**src/rtl/hdmi_aux_receiver.sv**
```systemverilog
// Slot-serial HDMI data-island aux packet receiver: reassembles header and
// subpacket 0 over slots 0..31 and decodes audio sample and clock regen packets.
module hdmi_aux_receiver (
  input  logic        clk_i,
  input  logic        reset_i,
  input  logic        ae_i,
  input  logic [4:0]  aux_slot_i,
  input  logic        header_i,
  input  logic [1:0]  sub0_i,
  output logic [15:0] sample_left_o,
  output logic [15:0] sample_right_o,
  output logic        sample_valid_o,
  output logic        parity_error_o,
  output logic [19:0] cts_o,
  output logic [19:0] n_o,
  output logic        regen_valid_o,
  output logic [31:0] cs_word_o,
  output logic        cs_valid_o,
  output logic        packet_error_o
);

  typedef enum logic {IDLE = 1'b0, COLLECT = 1'b1} state_t;

  state_t      state_q, state_d;
  logic [4:0]  expected_q, expected_d;
  logic [31:0] hdr_q, hdr_d, hdr_cap_s;
  logic [63:0] sb_q, sb_d, sb_cap_s;
  logic [15:0] sample_left_q, sample_left_d, sample_right_q, sample_right_d;
  logic        sample_valid_q, sample_valid_d, parity_error_q, parity_error_d;
  logic [19:0] cts_q, cts_d, n_q, n_d;
  logic        regen_valid_q, regen_valid_d;
  logic [31:0] cs_word_q, cs_word_d, cs_shift_q, cs_shift_d;
  logic        cs_valid_q, cs_valid_d, packet_error_q, packet_error_d;
  logic [7:0]  frame_idx_q, frame_idx_d;
  logic        cs_locked_q, cs_locked_d;
  logic        capture_s, eval_s;

  // The packet image as it will look once the current slot is written, so
  // slot 31 is evaluated in the cycle that delivers it.
  always_comb begin
    hdr_cap_s = hdr_q;
    sb_cap_s  = sb_q;
    hdr_cap_s[aux_slot_i]             = header_i;
    sb_cap_s[{aux_slot_i, 1'b0} +: 2] = sub0_i;
  end

  always_comb begin
    state_d        = state_q;
    expected_d     = expected_q;
    hdr_d          = hdr_q;
    sb_d           = sb_q;
    sample_left_d  = sample_left_q;
    sample_right_d = sample_right_q;
    cts_d          = cts_q;
    n_d            = n_q;
    cs_word_d      = cs_word_q;
    cs_shift_d     = cs_shift_q;
    frame_idx_d    = frame_idx_q;
    cs_locked_d    = cs_locked_q;
    sample_valid_d = 1'b0;
    parity_error_d = 1'b0;
    regen_valid_d  = 1'b0;
    cs_valid_d     = 1'b0;
    packet_error_d = 1'b0;
    capture_s      = 1'b0;
    eval_s         = 1'b0;

    case (state_q)
      IDLE: begin
        if (ae_i && (aux_slot_i == 5'd0)) begin
          capture_s  = 1'b1;
          expected_d = 5'd1;
          state_d    = COLLECT;
        end else begin
          state_d = IDLE;
        end
      end
      COLLECT: begin
        if (!ae_i) begin
          state_d = COLLECT;
        end else if (aux_slot_i == expected_q) begin
          capture_s  = 1'b1;
          expected_d = expected_q + 5'd1;
          if (aux_slot_i == 5'd31) begin
            eval_s     = 1'b1;
            expected_d = 5'd0;
            state_d    = IDLE;
          end else begin
            state_d = COLLECT;
          end
        end else begin
          packet_error_d = 1'b1;
          // A fresh slot 0 doubles as the start of the next packet.
          if (aux_slot_i == 5'd0) begin
            capture_s  = 1'b1;
            expected_d = 5'd1;
            state_d    = COLLECT;
          end else begin
            expected_d = 5'd0;
            state_d    = IDLE;
          end
        end
      end
      default: begin
        state_d    = IDLE;
        expected_d = 5'd0;
      end
    endcase

    if (capture_s) begin
      hdr_d = hdr_cap_s;
      sb_d  = sb_cap_s;
    end else begin
      hdr_d = hdr_q;
      sb_d  = sb_q;
    end

    if (eval_s) begin
      case (hdr_cap_s[7:0])
        8'h02: begin
          sample_left_d  = sb_cap_s[23:8];
          sample_right_d = sb_cap_s[47:32];
          sample_valid_d = 1'b1;
          parity_error_d = ((^sb_cap_s[23:8]) != sb_cap_s[51]) ||
                           ((^sb_cap_s[47:32]) != sb_cap_s[55]);
          if (hdr_cap_s[20]) begin
            frame_idx_d = 8'd0;
            cs_locked_d = 1'b1;
          end else if (frame_idx_q < 8'd192) begin
            frame_idx_d = frame_idx_q + 8'd1;
          end else begin
            frame_idx_d = 8'd192;
          end
          if (cs_locked_d && (frame_idx_d < 8'd32)) begin
            cs_shift_d[frame_idx_d[4:0]] = sb_cap_s[50];
          end else begin
            cs_shift_d = cs_shift_q;
          end
          if (cs_locked_d && (frame_idx_d == 8'd31)) begin
            cs_word_d  = cs_shift_d;
            cs_valid_d = 1'b1;
          end else begin
            cs_word_d = cs_word_q;
          end
        end
        8'h01: begin
          cts_d         = {sb_cap_s[11:8], sb_cap_s[23:16], sb_cap_s[31:24]};
          n_d           = {sb_cap_s[35:32], sb_cap_s[47:40], sb_cap_s[55:48]};
          regen_valid_d = 1'b1;
        end
        default: begin
          sample_valid_d = 1'b0;
        end
      endcase
    end else begin
      cs_valid_d = 1'b0;
    end
  end

  always_ff @(posedge clk_i or posedge reset_i) begin
    if (reset_i) begin
      state_q        <= IDLE;
      expected_q     <= 5'd0;
      hdr_q          <= 32'd0;
      sb_q           <= 64'd0;
      sample_left_q  <= 16'd0;
      sample_right_q <= 16'd0;
      sample_valid_q <= 1'b0;
      parity_error_q <= 1'b0;
      cts_q          <= 20'd0;
      n_q            <= 20'd0;
      regen_valid_q  <= 1'b0;
      cs_word_q      <= 32'd0;
      cs_shift_q     <= 32'd0;
      cs_valid_q     <= 1'b0;
      packet_error_q <= 1'b0;
      frame_idx_q    <= 8'd0;
      cs_locked_q    <= 1'b0;
    end else begin
      state_q        <= state_d;
      expected_q     <= expected_d;
      hdr_q          <= hdr_d;
      sb_q           <= sb_d;
      sample_left_q  <= sample_left_d;
      sample_right_q <= sample_right_d;
      sample_valid_q <= sample_valid_d;
      parity_error_q <= parity_error_d;
      cts_q          <= cts_d;
      n_q            <= n_d;
      regen_valid_q  <= regen_valid_d;
      cs_word_q      <= cs_word_d;
      cs_shift_q     <= cs_shift_d;
      cs_valid_q     <= cs_valid_d;
      packet_error_q <= packet_error_d;
      frame_idx_q    <= frame_idx_d;
      cs_locked_q    <= cs_locked_d;
    end
  end

  assign sample_left_o  = sample_left_q;
  assign sample_right_o = sample_right_q;
  assign sample_valid_o = sample_valid_q;
  assign parity_error_o = parity_error_q;
  assign cts_o          = cts_q;
  assign n_o            = n_q;
  assign regen_valid_o  = regen_valid_q;
  assign cs_word_o      = cs_word_q;
  assign cs_valid_o     = cs_valid_q;
  assign packet_error_o = packet_error_q;

endmodule

```
**config.mk**
```make
export PLATFORM = sky130hd
export DESIGN_NAME = hdmi_aux_receiver
export DESIGN_NICKNAME = d
export VERILOG_FILES = /design/src/rtl/hdmi_aux_receiver.sv
export SDC_FILE = /design/constraint.sdc
export NUM_CORES = 1
export LEC_CHECK = 0
export ABC_CLOCK_PERIOD_IN_PS = 8070
export CORE_ASPECT_RATIO = 1.4
export CORE_MARGIN = 2
export CORE_UTILIZATION = 32
export DETAILED_ROUTE_END_ITERATION = 8
export HOLD_SLACK_MARGIN = 0.15
export PLACE_DENSITY_LB_ADDON = 0.08
export SYNTH_ARGS = -nofsm -noshare
export SYNTH_HDL_FRONTEND = slang
export SYNTH_SLANG_ARGS = --single-unit
export TNS_END_PERCENT = 10
```
**constraint.sdc**
```tcl
create_clock -name clk_i -period 8.07 [get_ports clk_i]
set_input_delay 2.0175 -clock clk_i [delete_from_list [all_inputs] [get_ports clk_i]]
set_output_delay 2.0175 -clock clk_i [all_outputs]
set_load 0.005 [all_outputs]
```
# ---- Yosys cells after proc, flatten, opt, wreduce, memory -nomap -nowiden
# Cells that the tools add are included.
# Widths: inputs -> output; s select.
dict set report totals {
  regBits 252
  out_inout_bits 109
}
dict set report op_classes {
  add_sub_neg 3
  n_lt_le_gt_ge 6
  eq_ne 9
  shift 2
  mux 46
  bitwise_logic 1
  n_reduce_logical 13
}
# cell n
set op_table {}
lappend op_table {{$bwmux 32} 2}
lappend op_table {{$bwmux 64} 1}
lappend op_table {{$shift 2x8->64 const A} 1}
lappend op_table {{$shiftx 2x8->64} 1}
lappend op_table {{$mux 32} 1}
lappend op_table {{$mux 8} 4}
lappend op_table {{$reduce_xor 16->1} 2}
lappend op_table {{$mux 1} 29}
lappend op_table {{$mux 5} 4}
lappend op_table {{$lt 5x6->1 const B} 2}
lappend op_table {{$demux 1 s5} 2}
lappend op_table {{$ge 5x1->1 const B} 2}
lappend op_table {{$pmux 5 s2} 1}
lappend op_table {{$add 8x1->8 const B} 1}
lappend op_table {{$eq 8x1->1 const B} 1}
lappend op_table {{$eq 8x2->1 const B} 1}
lappend op_table {{$eq 8x5->1 const B} 1}
lappend op_table {{$lt 8x6->1 const B} 1}
lappend op_table {{$lt 8x8->1 const B} 1}
lappend op_table {{$neg 6->8} 1}
lappend op_table {{$reduce_and 2->1} 3}
lappend op_table {{$add 5x1->5 const B} 1}
lappend op_table {{$eq 5x5->1} 1}
lappend op_table {{$eq 5x5->1 const B} 1}
lappend op_table {{other kinds (8)} 15}

# ---- Logic depth before layout (Yosys ltp)
# Gate-level depths: netlist of the first run.
dict set report depth {
  depth_word 14
  ltp_mapped 15
}

# ---- Worst setup path before layout of the first run
# Ideal clock, no wire load.
dict set report synth_timing {
  kind {input to register}
  startpoint {input port aux_slot_i[0]}
  endpoint {register parity_error_q, in the netlist parity_error_o}
  t_arrival_ps 5191
  setup_slack_ps 2754
  path_stages 15
  path_cell_list {clkbuf_1 -> inv_1 -> ha_1 -> nor2b_1 -> and2_1 -> ha_1 -> clkbuf_1 -> nand3_2 -> o22ai_1 -> mux2i_1 -> xor2_1 -> xnor2_1 -> xnor3_1 -> xnor2_1 -> a21boi_1}
}
dict set report synth_between {
  elab_chain_len 8
}
# item line
set synth_rtl {}
lappend synth_rtl {{start: declaration} 7} ;# input logic [4:0] aux_slot_i,
lappend synth_rtl {{$neg 6->8, or another cell as far along} 44} ;# sb_cap_s[{aux_slot_i, 1'b0} +: 2] = sub0_i;
lappend synth_rtl {{$shiftx 2x8->64, or another cell as far along} 44}
lappend synth_rtl {{$bwmux 64 / $mux 1 (equally long branches)} {44, 43}}
lappend synth_rtl {{$reduce_xor 16->1, or another cell as far along} 124} ;# parity_error_d = ((^sb_cap_s[23:8]) != sb_cap_s[51]) ||
lappend synth_rtl {{$ne 1x1->1, or another cell as far along} 124}
lappend synth_rtl {{$logic_or 1x1->1 / $eq 8x2->1 (equally long branches)} {124, 119}}
lappend synth_rtl {{$mux 1} 119} ;# case (hdr_cap_s[7:0])
lappend synth_rtl {{$mux 1 *} 118} ;# if (eval_s) begin
lappend synth_rtl {{net parity_error_d} 29} ;# logic sample_valid_q, sample_valid_d, parity_error_q, parity_error_d;
lappend synth_rtl {{end signal: assignment} 187} ;# parity_error_q <= parity_error_d;
lappend synth_rtl {{end: declaration} 29}
# The timed path passes the listed nets; every way through them passes the cells marked *.
# A chain may end at the register's enable or synchronous reset.

# ---- Worst setup path after layout of the first run
dict set report layout_timing {
  startpoint {input port aux_slot_i[0]}
  endpoint {register cs_word_q[31], in the netlist cs_word_o[31]}
}
dict set report layout_between {
  elab_chain_len 14
}
# item line
set layout_rtl {}
lappend layout_rtl {{$lt 5x6->1 (not written as such) / $ge 5x1->1 (equally long branches)} 43} ;# hdr_cap_s[aux_slot_i] = header_i;
lappend layout_rtl {{$logic_and 1x1->1 (not written as such)} 43}
lappend layout_rtl {{$mux 1 (not written as such)} 43}
lappend layout_rtl {{$demux 1 s5} 43}
lappend layout_rtl {{$bwmux 32} 43}
lappend layout_rtl {{$mux 8} 126} ;# if (hdr_cap_s[20]) begin
lappend layout_rtl {{$mux 8} 119}
lappend layout_rtl {{$mux 8} 118}
lappend layout_rtl {{$lt 5x6->1 (not written as such) / $ge 5x1->1 (equally long branches)} 135} ;# cs_shift_d[frame_idx_d[4:0]] = sb_cap_s[50];
lappend layout_rtl {{$logic_and 1x1->1 (not written as such)} 135}
lappend layout_rtl {{$mux 1 (not written as such)} 135}
lappend layout_rtl {{$demux 1 s5} 135}
lappend layout_rtl {{$bwmux 32} 135}
lappend layout_rtl {{$mux 32} 134} ;# if (cs_locked_d && (frame_idx_d < 8'd32)) begin
lappend layout_rtl {{end signal: assignment} 191} ;# cs_word_q <= cs_word_d;
lappend layout_rtl {{end: declaration} 32} ;# logic [31:0] cs_word_q, cs_word_d, cs_shift_q, cs_shift_d;
# Parallel ways exist; a longest one is shown, timed or not. The select of a mux whose other input is x is not followed.

==> results.md, run 1 <==
- Row count: 78
- Ports: 120
- Total grt overflow: 0
- Ant diodes: 0
- Worst rel slew slack: between 30% and 40%
- Worst Setup Start Kind: primary input
- CORE AREA: between 0.03 and 0.04 mm^2
- Clk Latency, worst-skew pair: 0.52 ns
- Overall die area: 0.03407 mm^2
- Synth Net Count: about 1,100
- Yosys top cell area share: 50.86%
- Avg Inst Size Synth: around 9.6 um^2
- Routed length per instance: between 15 and 20 um
- Bufs on Longest Clock Path: 3
- PD cells: 188.1 mW/mm^2
- Layout Nets: roughly 1,200
- Post-synth EDFFs: 0
- H-tree depth: 1
- Max Clock Skew: roughly 0.007 ns
- Dpl ws: 1.466 ns
- WS Path Type: primary input to register
- Largest net degree at the start of global routing: about 120
- Worst Hold Slack: about 0.47 ns
- Clock transition at path regs: ~0.060 ns
- Ys flop type: dfrtp_1
- Asr flop ratio synth: between 90% and 100%
- Max-cap viol count: 0
- Status: finished clean
- Peak Freq: between 0.15 and 0.2 GHz
- Post-synthesis register bit count: ~210
- Drt pass-1 iters: 4
- Worst setup slack after layout: roughly 2 ns
- Post-layout util: approximately 40%
- CTS Sinks: about 210
- Share of layout cells above drive strength 1: 8.340%
- IO buf count: about 120
- Final setup viols: 0
- Largest cells by area after synthesis: dfrtp_1 51%, mux2i_1 7.0%, nand2_1 6.9%, o21ai_1 6.9%, mux2_2 3.2%
- DR iter-0 viols: roughly 360
- Post-layout min period: 6.048 ns
- CP Data Arrival Time: between 6 and 7 ns
- VDD IR max: ~0.15 mV
- Total number of yosys warnings: 0
- Critical path required time: around 8.5 ns
- Critical Path Sink Type: register
- Multiplexer share of the synthesized area: between 10% and 20%
- Compound-Gate Fraction of Synth Area: 14.00%
- Area growth, synth to finish: 23.44%
- Hold Path Class: register to register
- First-pass GRT wire length: between 40 and 50 mm
- Post-CTS Setup Inserts: 0
- Area leader, netlist: dfrtp_1
- Routed Antenna Nets: 0
- Worst-Margin Slew: roughly 0.99 ns
- GP Congestion: roughly 0.85
- TritonCTS buffer count: 24
- Synth cell types: 54
- Pleak: around 5.4 nW
- Die X: between 150 and 200 um
- Dpl hpwl: slightly above 20 mm
- Number of global-route vias before repair: approximately 8,100
- Worst-path fanout max: 63
- Mapped Area: 0.01043 mm^2
- Largest family of logic cells by synthesized area: simple AND/OR/NAND/NOR gates
- RSZ-0062 raised after global routing: false
- CTS tree: done
- Area share of xor/xnor cells in the synthesized design: 4.307%
- Root buffer cell: clkbuf_16
- Final WL: between 20 and 30 mm
- Fin crit share: around 75%
- Final hold violation count: 0
- Seq/Total Area, Yosys: about half
- Post-CTS sizing: 0
- Post-synthesis adder-cell area fraction: approximately 1.2%
- Vias per Instance: a little under 5
- Initial Util: about 32%
- Die height: 217.6 um
- Hold buffers post-CTS: 0
- Most common cell after layout, fill and taps aside: dfrtp_1
- Gr usage total: ~17%
- Final TNS setup: 0 ns
- Residual DRC: 0
- Via count: 7,823
- Initial antenna violation count: 0
- Most frequent cells in the layout: 212 x dfrtp_1, 192 x nand2_1, 143 x o21ai_1
- Dpl cells: roughly 1,600
- Fin. max-slew vios: 0
- Post-Synthesis Cells: 1,085
- Post-synthesis simple-gate area fraction: 16.10%
- Final Non-Filler Cells: ~1,600
-- worst max-delay path: stages --
cell and delay (ns):
clkdlybuf4s50_1 0.86, inv_1 0.20, ha_1 0.34, nand4b_1 0.14
mux2i_1 0.46, and2_1 0.31, nand2b_1 0.17, nor3_2 0.32
nand2_1 0.23, or3_2 0.89, mux2_1 0.47
-- metal layers --
layer / track usage (%) / vias to the layer above / share of wire, %
li1: - / 3926 / -
met1: 20.87 / 3751 / 42
met2: 32.97 / 120 / 54
met3: 2.246 / 26 / 3.0
met4: 3.976 / 0 / 1.7
met5: 0 / - / 0
-- layout make-up --
cell class | instances | area, um^2
clock buffer | 32 | 701.9
clock inverter | 12 | 193.9
fill | 3246 | 19430
inverter | 11 | 48.80
multi-input combinational | 794 | 4818
sequential | 212 | 5305
tap | 440 | 550.5
timing repair buffer | 126 | 1256
-- flip-flops by register name, indices dropped and copies added, names as in the netlist --
signal and count:
sb_q 48, cs_word_o 32, cs_shift_q 31, cts_o 20, n_o 20, sample_left_o 16
sample_right_o 16, hdr_q 9, frame_idx_q 8, expected_q 5, cs_locked_q 1, cs_valid_o 1
packet_error_o 1, parity_error_o 1, regen_valid_o 1, sample_valid_o 1, state_q 1
-- Yosys cell counts, types with 3 or more instances --
cell and number:
a21oi_1 25, or3_1 7, o21a_1 5, xnor2_1 26, or2_1 6, nand2b_1 6
nor2_1 67, dfrtp_1 212, ha_1 10, or2_2 3, nor3_1 12, nand2_1 192
o22ai_1 6, nor3_2 3, nand3_1 27, o21ai_0 39, nor2b_1 16, nand4_1 8
inv_1 10, and3_1 5, o31ai_1 34, xor2_1 15, mux2i_1 73, buf_2 10
xnor3_1 4, o21ai_1 143, mux2_2 30, and2_1 9, clkbuf_1 52
-- per-stage QoR --
stage | total power, mW | instance area (um^2)
final | 2.422 | 12870
after global routing | 2.510 | 12870
after CTS | 2.464 | 12870
after detailed placement | 1.213 | 11980
after global placement | 1.213 | 11980
after floorplan | 1.171 | 10430
-- cells by family after synthesis --
kind of cell,after synthesis
adder cells (fa/ha/maj),10
multiplexers,104
AND/OR/NAND/NOR,373
XOR/XNOR,45
AO/OA/AOI/OAI,262
flip-flops,212
buffers and inverters,79
-- power by group --
group	internal, mW	switching (mW)
Sequential	1.07	0.00415
Combinational	0.0359	0.0833
Clock	0.772	0.460
Total	1.87	0.547
-- path summary, 6_finish.rpt --
check | depth (start not counted) | to | slack, ns | from
min in group asynchronous | 2 | cs_word_o[25]$_DFFE_PP0P_ | 2.02 | reset_i
setup reg to reg | 8 | cs_word_o[31]$_DFFE_PP0P_ | 4.46 | frame_idx_q[0]$_DFFE_PP0P_
setup / recovery | 11 | cs_word_o[31]$_DFFE_PP0P_ | 2.02 | aux_slot_i[0]
hold reg to reg | 1 | cs_locked_q$_DFFE_PP0P_ | 0.47 | cs_locked_q$_DFFE_PP0P_
max in group asynchronous | 3 | n_o[10]$_DFFE_PP0P_ | 4.91 | reset_i
hold / removal | 1 | cs_locked_q$_DFFE_PP0P_ | 0.47 | cs_locked_q$_DFFE_PP0P_
No activity file was read; power rests on OpenSTA's default activity.
==> inputs of run 2 (changes only) <==
ABC_CLOCK_PERIOD_IN_PS = 5700   (was 8070)
clock period = 5.7 ns   (was 8.07 ns; I/O delays follow)
==> results.md, run 2 (same netlist as run 1, synthesis figures left out) <==
- PD cells: 256.9 mW/mm^2 (was 188.1 mW/mm^2)
- Worst Path Buf+Inv: 3 (was 2)
- Placed cell area: 0.01219 mm^2 (was 0.01198 mm^2)
- Logic pwr share: 5.3% (was 4.9%)
- Largest net degree at the start of global routing: 111 (was 117)
- Worst Hold Slack: 0.4739 ns (was 0.4742 ns)
- Initial antenna violation count: 0 (unchanged)
- Initial Util: 32.29% (unchanged)
- Footprint of the multi-input gates: 0.004818 mm^2 (unchanged)
- Hold buffers post-CTS: 0 (unchanged)
- Ant diodes: 0 (unchanged)
- Clk Latency, worst-skew pair: 0.52 ns (about the same)
- Most flops, register: sb_q (unchanged)
- Dpl hpwl: 20.88 mm (was 20.36 mm)
- Worst Setup Start Kind: primary input (unchanged)
- VDD IR max: 0.1752 mV (was 0.1519 mV)
- Filler Cell Count: 3,268 (was 3,246)
- Share of layout cells above drive strength 1: 10.23% (was 8.340%)
- Fin crit share: 82.00%
- Drt pass-1 iters: 5 (was 4)
- Biggest cell delay along the critical path: 0.49 ns (was 0.89 ns)
- CP max-delay cell: clkdlybuf4s50_1 (was or3_2)
- Finished Cell Area: 0.01303 mm^2 (was 0.01287 mm^2)
- Worst rel slew slack: 46.68% (was 33.94%)
- Root buffer cell: clkbuf_16 (unchanged)
- Pint: 2.566 mW (was 1.875 mW)
- Area growth, synth to finish: 24.88% (was 23.44%)
- IO buf count: 119 (unchanged)
- Psw: 0.7802 mW (was 0.5471 mW)
- Post-layout min period: roughly 4.7 ns
- Layout Nets: 1,215 (was 1,190)
- Final TNS setup: 0 ns (unchanged)
- CTS tree: done (unchanged)
- Fin. max-slew vios: 0 (unchanged)
- Die height: 217.6 um (unchanged)
- Residual DRC: 0 (unchanged)
- Total grt overflow: 0 (unchanged)
- Critical Path Sink Type: register (unchanged)
- Row count: 78 (unchanged)
- Max Clock Skew: 0.01133 ns (was 0.007110 ns)
- Post-CTS Setup Inserts: 0 (unchanged)
- Post-CTS sizing: 0 (unchanged)
- FF/Latch Area: 0.005305 mm^2 (unchanged)
- CTS Sinks: 212 (unchanged)
- Worst-path fanout max: 10 (was 63)
- GP Congestion: 0.9003 (was 0.8492)
- Most common cell after layout, fill and taps aside: dfrtp_1 (unchanged)
- Final hold violation count: 0 (unchanged)
- CP Data Arrival Time: 5.08 ns (was 6.44 ns)
- Critical-path cell list: clkdlybuf4s50_1 > inv_1 > ha_1 > nor2b_1 > and2_1 > ha_1 > buf_4 > nand3_2 > o22ai_1 > mux2i_1 > xor2_1 > xnor2_1 > xnor3_1 > xnor2_1 > a21boi_1 (was clkdlybuf4s50_1 > inv_1 > ha_1 > nand4b_1 > mux2i_1 > and2_1 > nand2b_1 > nor3_2 > nand2_1 > or3_2 > mux2_1)
- Max reg flops: 48 (unchanged)
- CORE AREA: 0.03230 mm^2 (unchanged)
- H-tree depth: 1 (unchanged)
- Sw Share: 23.32% (was 22.59%)
- First-pass GRT wire length: 46.89 mm (was 46.78 mm)
- Worst-Margin Slew: 0.7968 ns (was 0.9909 ns)
- WS Path Type: primary input to register (unchanged)
- Pleak: 5.521 nW (was 5.414 nW)
- Hold Path Class: register to register (unchanged)
- DR iter-0 viols: 330 (was 361)
- Final WL: 29.37 mm (was 28.90 mm)
- Vias per Instance: 4.857 (was 4.808)
- Seq pwr share: 45.3% (was 44.2%)
- Routed length per instance: 17.78 um (was 17.76 um)
- Peak Freq: between 0.2 and 0.25 GHz
- Routed Antenna Nets: 0 (unchanged)
- Max-cap viol count: 0 (unchanged)
- Clock power share: 49.4% (was 50.8%)
- Gr usage total: 17.56% (was 17.46%)
- CP top delay family: XOR/XNOR gates (was simple AND/OR/NAND/NOR gates)
- Number of global-route vias before repair: 8,177 (was 8,134)
- Most frequent cells in the layout: 212 x dfrtp_1, 192 x nand2_1, 143 x o21ai_1 (unchanged)
- Clock transition at path regs: 0.07 ns (was 0.06 ns)
- Die X: 156.6 um (unchanged)
- Via count: 8,023 (was 7,823)
- Final setup viols: 0 (unchanged)
- Overall die area: 0.03407 mm^2 (unchanged)
- Ports: 120 (unchanged)
- Bufs on Longest Clock Path: 3 (unchanged)
- TritonCTS buffer count: 24 (unchanged)
- Critical path required time: 6.11 ns (was 8.46 ns)
- RSZ-0062 raised after global routing: false (unchanged)
- Status: finished clean (unchanged)
## run 2: cell types whose count changed in the layout (fill, tap and decap cells not counted), sizes merged
cell	delta
buf	+25
bufinv	-2
clkinv	+5
clkinvlp	-1
inv	-2
## run 2: layout make-up
| cell class | instances | share of cell area, % |
|---|---|---|
| flip-flops and latches | 212 | 40.73 |
| multi-input cells | 794 | 36.99 |
| repair buffers | 151 | 11.28 |
| clock buffers | 32 | 5.389 |
| well taps | 440 | 4.227 |
| clock inverters | 12 | 1.037 |
| inverters | 11 | 0.3458 |
## run 2: path summary, 6_finish.rpt
kind,startpoint,end,slack (ns),depth (start not counted)
setup reg to reg,frame_idx_q[0]$_DFFE_PP0P_,cs_word_o[31]$_DFFE_PP0P_,2.41,8
min in group asynchronous,reset_i,cs_word_o[21]$_DFFE_PP0P_,1.39,2
hold reg to reg,cs_locked_q$_DFFE_PP0P_,cs_locked_q$_DFFE_PP0P_,0.47,1
hold / removal,cs_locked_q$_DFFE_PP0P_,cs_locked_q$_DFFE_PP0P_,0.47,1
setup / recovery,aux_slot_i[0],parity_error_o$_DFF_PP0_,1.03,15
max in group asynchronous,reset_i,sb_q[47]$_DFFE_PP0P_,3.24,3
## run 2: stage by stage
stage / util (%) / setup slack [ns] / cells / power, mW
6_report: 40.32 / 1.026 / 1652 / 3.346
5_1_grt: 40.32 / 0.7638 / 1652 / 3.476
4_1_cts: 40.32 / 1.051 / 1652 / 3.406
3_5_place_dp: 37.73 / 0.5049 / 1608 / 1.726
3_3_place_gp: 37.73 / 0.5617 / 1608 / 1.725
2_1_floorplan: - / 0.9765 / 1085 / 1.658
## run 2: worst register-to-register path, cell delays in order, from the launching register on
cell,delay (ns)
dfrtp_1,0.48
ha_1,0.36
a2111oi_0,0.43
a21oi_1,0.11
o21a_1,0.25
nor3_2,0.27
nand2_1,0.14
or3_2,0.73
mux2_1,0.41
## run 2: metal layers
layer | routed length (um) | vias up | GRT usage (%)
li1 | - | 3965 | -
met1 | 12060 | 3873 | 20.92
met2 | 15630 | 135 | 32.51
met3 | 868 | 50 | 2.345
met4 | 812 | 0 | 5.352
met5 | 0 | - | 0
## run 2: power groups by stage
stage	Clock (mW)	Combinational (mW)	Sequential, mW
finish	1.65	0.177	1.52
global route	1.76	0.198	1.52
CTS	1.71	0.182	1.52
detailed placement	0	0.181	1.54
global placement	0	0.181	1.54
floorplan	0	0.115	1.54
==> inputs of run 3 (changes only) <==
ABC_CLOCK_PERIOD_IN_PS = 4800   (was 5700)
clock period = 4.8 ns   (was 5.7 ns; I/O delays follow)
==> results.md, run 3 (same netlist as run 1, synthesis figures left out) <==
- Pleak: 5.679 nW (was 5.521 nW)
- Post-layout min period: ~4.2 ns
- Gr usage total: 17.79% (was 17.56%)
- Max reg flops: 48 (unchanged)
- Peak Freq: about 0.24 GHz
- Max-cap viol count: 0 (unchanged)
- Initial antenna violation count: 0 (unchanged)
- CTS tree: done (unchanged)
- Dpl ws: 0.07784 ns (was 0.5049 ns)
- H-tree depth: 1 (unchanged)
- Most flops, register: sb_q (unchanged)
- Post-CTS Setup Inserts: 0 (unchanged)
- GP Congestion: 0.8154 (was 0.9003)
- Worst-Margin Slew: 0.9325 ns (was 0.7968 ns)
- VDD IR max: 0.2060 mV (was 0.1752 mV)
- Number of global-route vias before repair: 8,276 (was 8,177)
- Reg2Reg Depth: 10 (was 8)
- Most frequent cells in the layout: 212 x dfrtp_1, 192 x nand2_1, 143 x o21ai_1 (unchanged)
- WS Path Type: primary input to register (unchanged)
- Bufs on Longest Clock Path: 3 (unchanged)
- Hold Path Cell Cnt: 1 (unchanged)
- Share of layout cells above drive strength 1: 13.12% (was 10.23%)
- Layout Nets: 1,253 (was 1,215)
- Critical path required time: 5.21 ns (was 6.11 ns)
- Post-layout util: 41.22% (was 40.32%)
- Die height: 217.6 um (unchanged)
- Die X: 156.6 um (unchanged)
- Worst-path fanout max: 5 (was 10)
- Residual DRC: 0 (unchanged)
- Post-CTS sizing: 0 (unchanged)
- Most common cell after layout, fill and taps aside: dfrtp_1 (unchanged)
- Drt pass-1 iters: 5 (unchanged)
- Clk Latency, worst-skew pair: 0.53 ns (was 0.52 ns)
- Hold buffers post-CTS: 0 (unchanged)
- Worst rel slew slack: 37.84% (was 46.68%)
- Clock transition at path regs: 0.07 ns (about the same)
- Final setup viols: 0 (unchanged)
- First-pass GRT wire length: 47.10 mm (was 46.89 mm)
- Status: finished clean (unchanged)
- Fin. max-slew vios: 0 (unchanged)
- Ant diodes: 0 (unchanged)
- Dpl hpwl: 21.44 mm (was 20.88 mm)
- Vias per Instance: 4.772 (was 4.857)
- CTS Sinks: 212 (unchanged)
- DR iter-0 viols: 337 (was 330)
- Max Clock Skew: 0.01098 ns (was 0.01133 ns)
- CP Data Arrival Time: 4.64 ns (was 5.08 ns)
- Largest net degree at the start of global routing: 153 (was 111)
- Final hold violation count: 0 (unchanged)
- PD cells: 300.9 mW/mm^2 (was 256.9 mW/mm^2)
- Worst Setup Start Kind: primary input (unchanged)
- Area growth, synth to finish: 27.65% (was 24.88%)
- RSZ-0062 raised after global routing: false (unchanged)
- Overall die area: 0.03407 mm^2 (unchanged)
- TritonCTS buffer count: 24 (unchanged)
- Routed length per instance: 17.37 um (was 17.78 um)
- Hold Path Class: register to register (unchanged)
- Row count: 78 (unchanged)
- IO buf count: 119 (unchanged)
- CORE AREA: 0.03230 mm^2 (unchanged)
- Root buffer cell: clkbuf_16 (unchanged)
- Critical Path Sink Type: register (unchanged)
- Fin crit share: slightly below 90%
- Worst setup slack after layout: 0.5697 ns (was 1.026 ns)
- Ports: 120 (unchanged)
- Routed Antenna Nets: 0 (unchanged)
- Total grt overflow: 0 (unchanged)
- Initial Util: 32.29% (unchanged)
- Final WL: 29.36 mm (was 29.37 mm)
- Via count: 8,064 (was 8,023)
- Overall Power: 4.006 mW (was 3.346 mW)
- Final TNS setup: 0 ns (unchanged)
==> run 3: final cells by class <==
| class | instances | area (um^2) |
|---|---|---|
| tap | 440 | 550.5 |
| fill | 3271 | 18990 |
| timing repair buffer | 189 | 1742 |
| clock inverter | 18 | 214.0 |
| multi-input combinational | 794 | 4818 |
| sequential | 212 | 5305 |
| clock buffer | 26 | 639.4 |
| inverter | 11 | 45.04 |
==> run 3: worst max-delay path, stage by stage <==
cell	delay (ns)
clkdlybuf4s50_1	0.47
inv_1	0.07
ha_1	0.20
nor2b_1	0.16
and2_1	0.17
ha_1	0.36
nor2b_1	0.23
nand3_1	0.10
o22ai_1	0.36
mux2i_1	0.32
xor2_1	0.21
xnor2_1	0.16
xnor3_1	0.36
xnor2_1	0.17
a21boi_1	0.08
==> run 3: routing by layer <==
| layer | GRT usage (%) | up-vias | share of wire [%] |
|---|---|---|---|
| met4 | 6.606 | 0 | 3.1 |
| li1 | - | 4059 | - |
| met3 | 2.266 | 47 | 3.2 |
| met1 | 20.62 | 3819 | 40 |
| met5 | 0 | - | 0 |
| met2 | 33.13 | 139 | 54 |
==> run 3: report_power, final <==
part	internal [mW]	leakage (nW)	switching [mW]
Clock	1.19	0.421	0.798
Sequential	1.79	2.96	0.00783
Combinational	0.0756	2.30	0.142
Total	3.06	5.68	0.948
==> run 3: worst paths after layout <==
path	slack, ns	to	startpoint
max	0.57	parity_error_o$_DFF_PP0_	aux_slot_i[1]
min reg2reg	0.47	cs_locked_q$_DFFE_PP0P_	cs_locked_q$_DFFE_PP0P_
max reg2reg	1.83	cs_word_o[20]$_DFFE_PP0P_	frame_idx_q[0]$_DFFE_PP0P_
min in group asynchronous	1.21	cs_shift_q[21]$_DFFE_PP0P_	reset_i
max in group asynchronous	2.83	cts_o[19]$_DFFE_PP0P_	reset_i
min	0.47	cs_locked_q$_DFFE_PP0P_	cs_locked_q$_DFFE_PP0P_
==> run 3: stage by stage <==
step | hold slack, ns | cell area [um^2] | std cells
floorplan | 0.4334 | 10430 | 1085
global placement | 0.4534 | 12460 | 1646
detailed placement | 0.4585 | 12460 | 1646
CTS | 0.4730 | 13310 | 1690
global route | 0.4980 | 13310 | 1690
finish | 0.4658 | 13310 | 1690
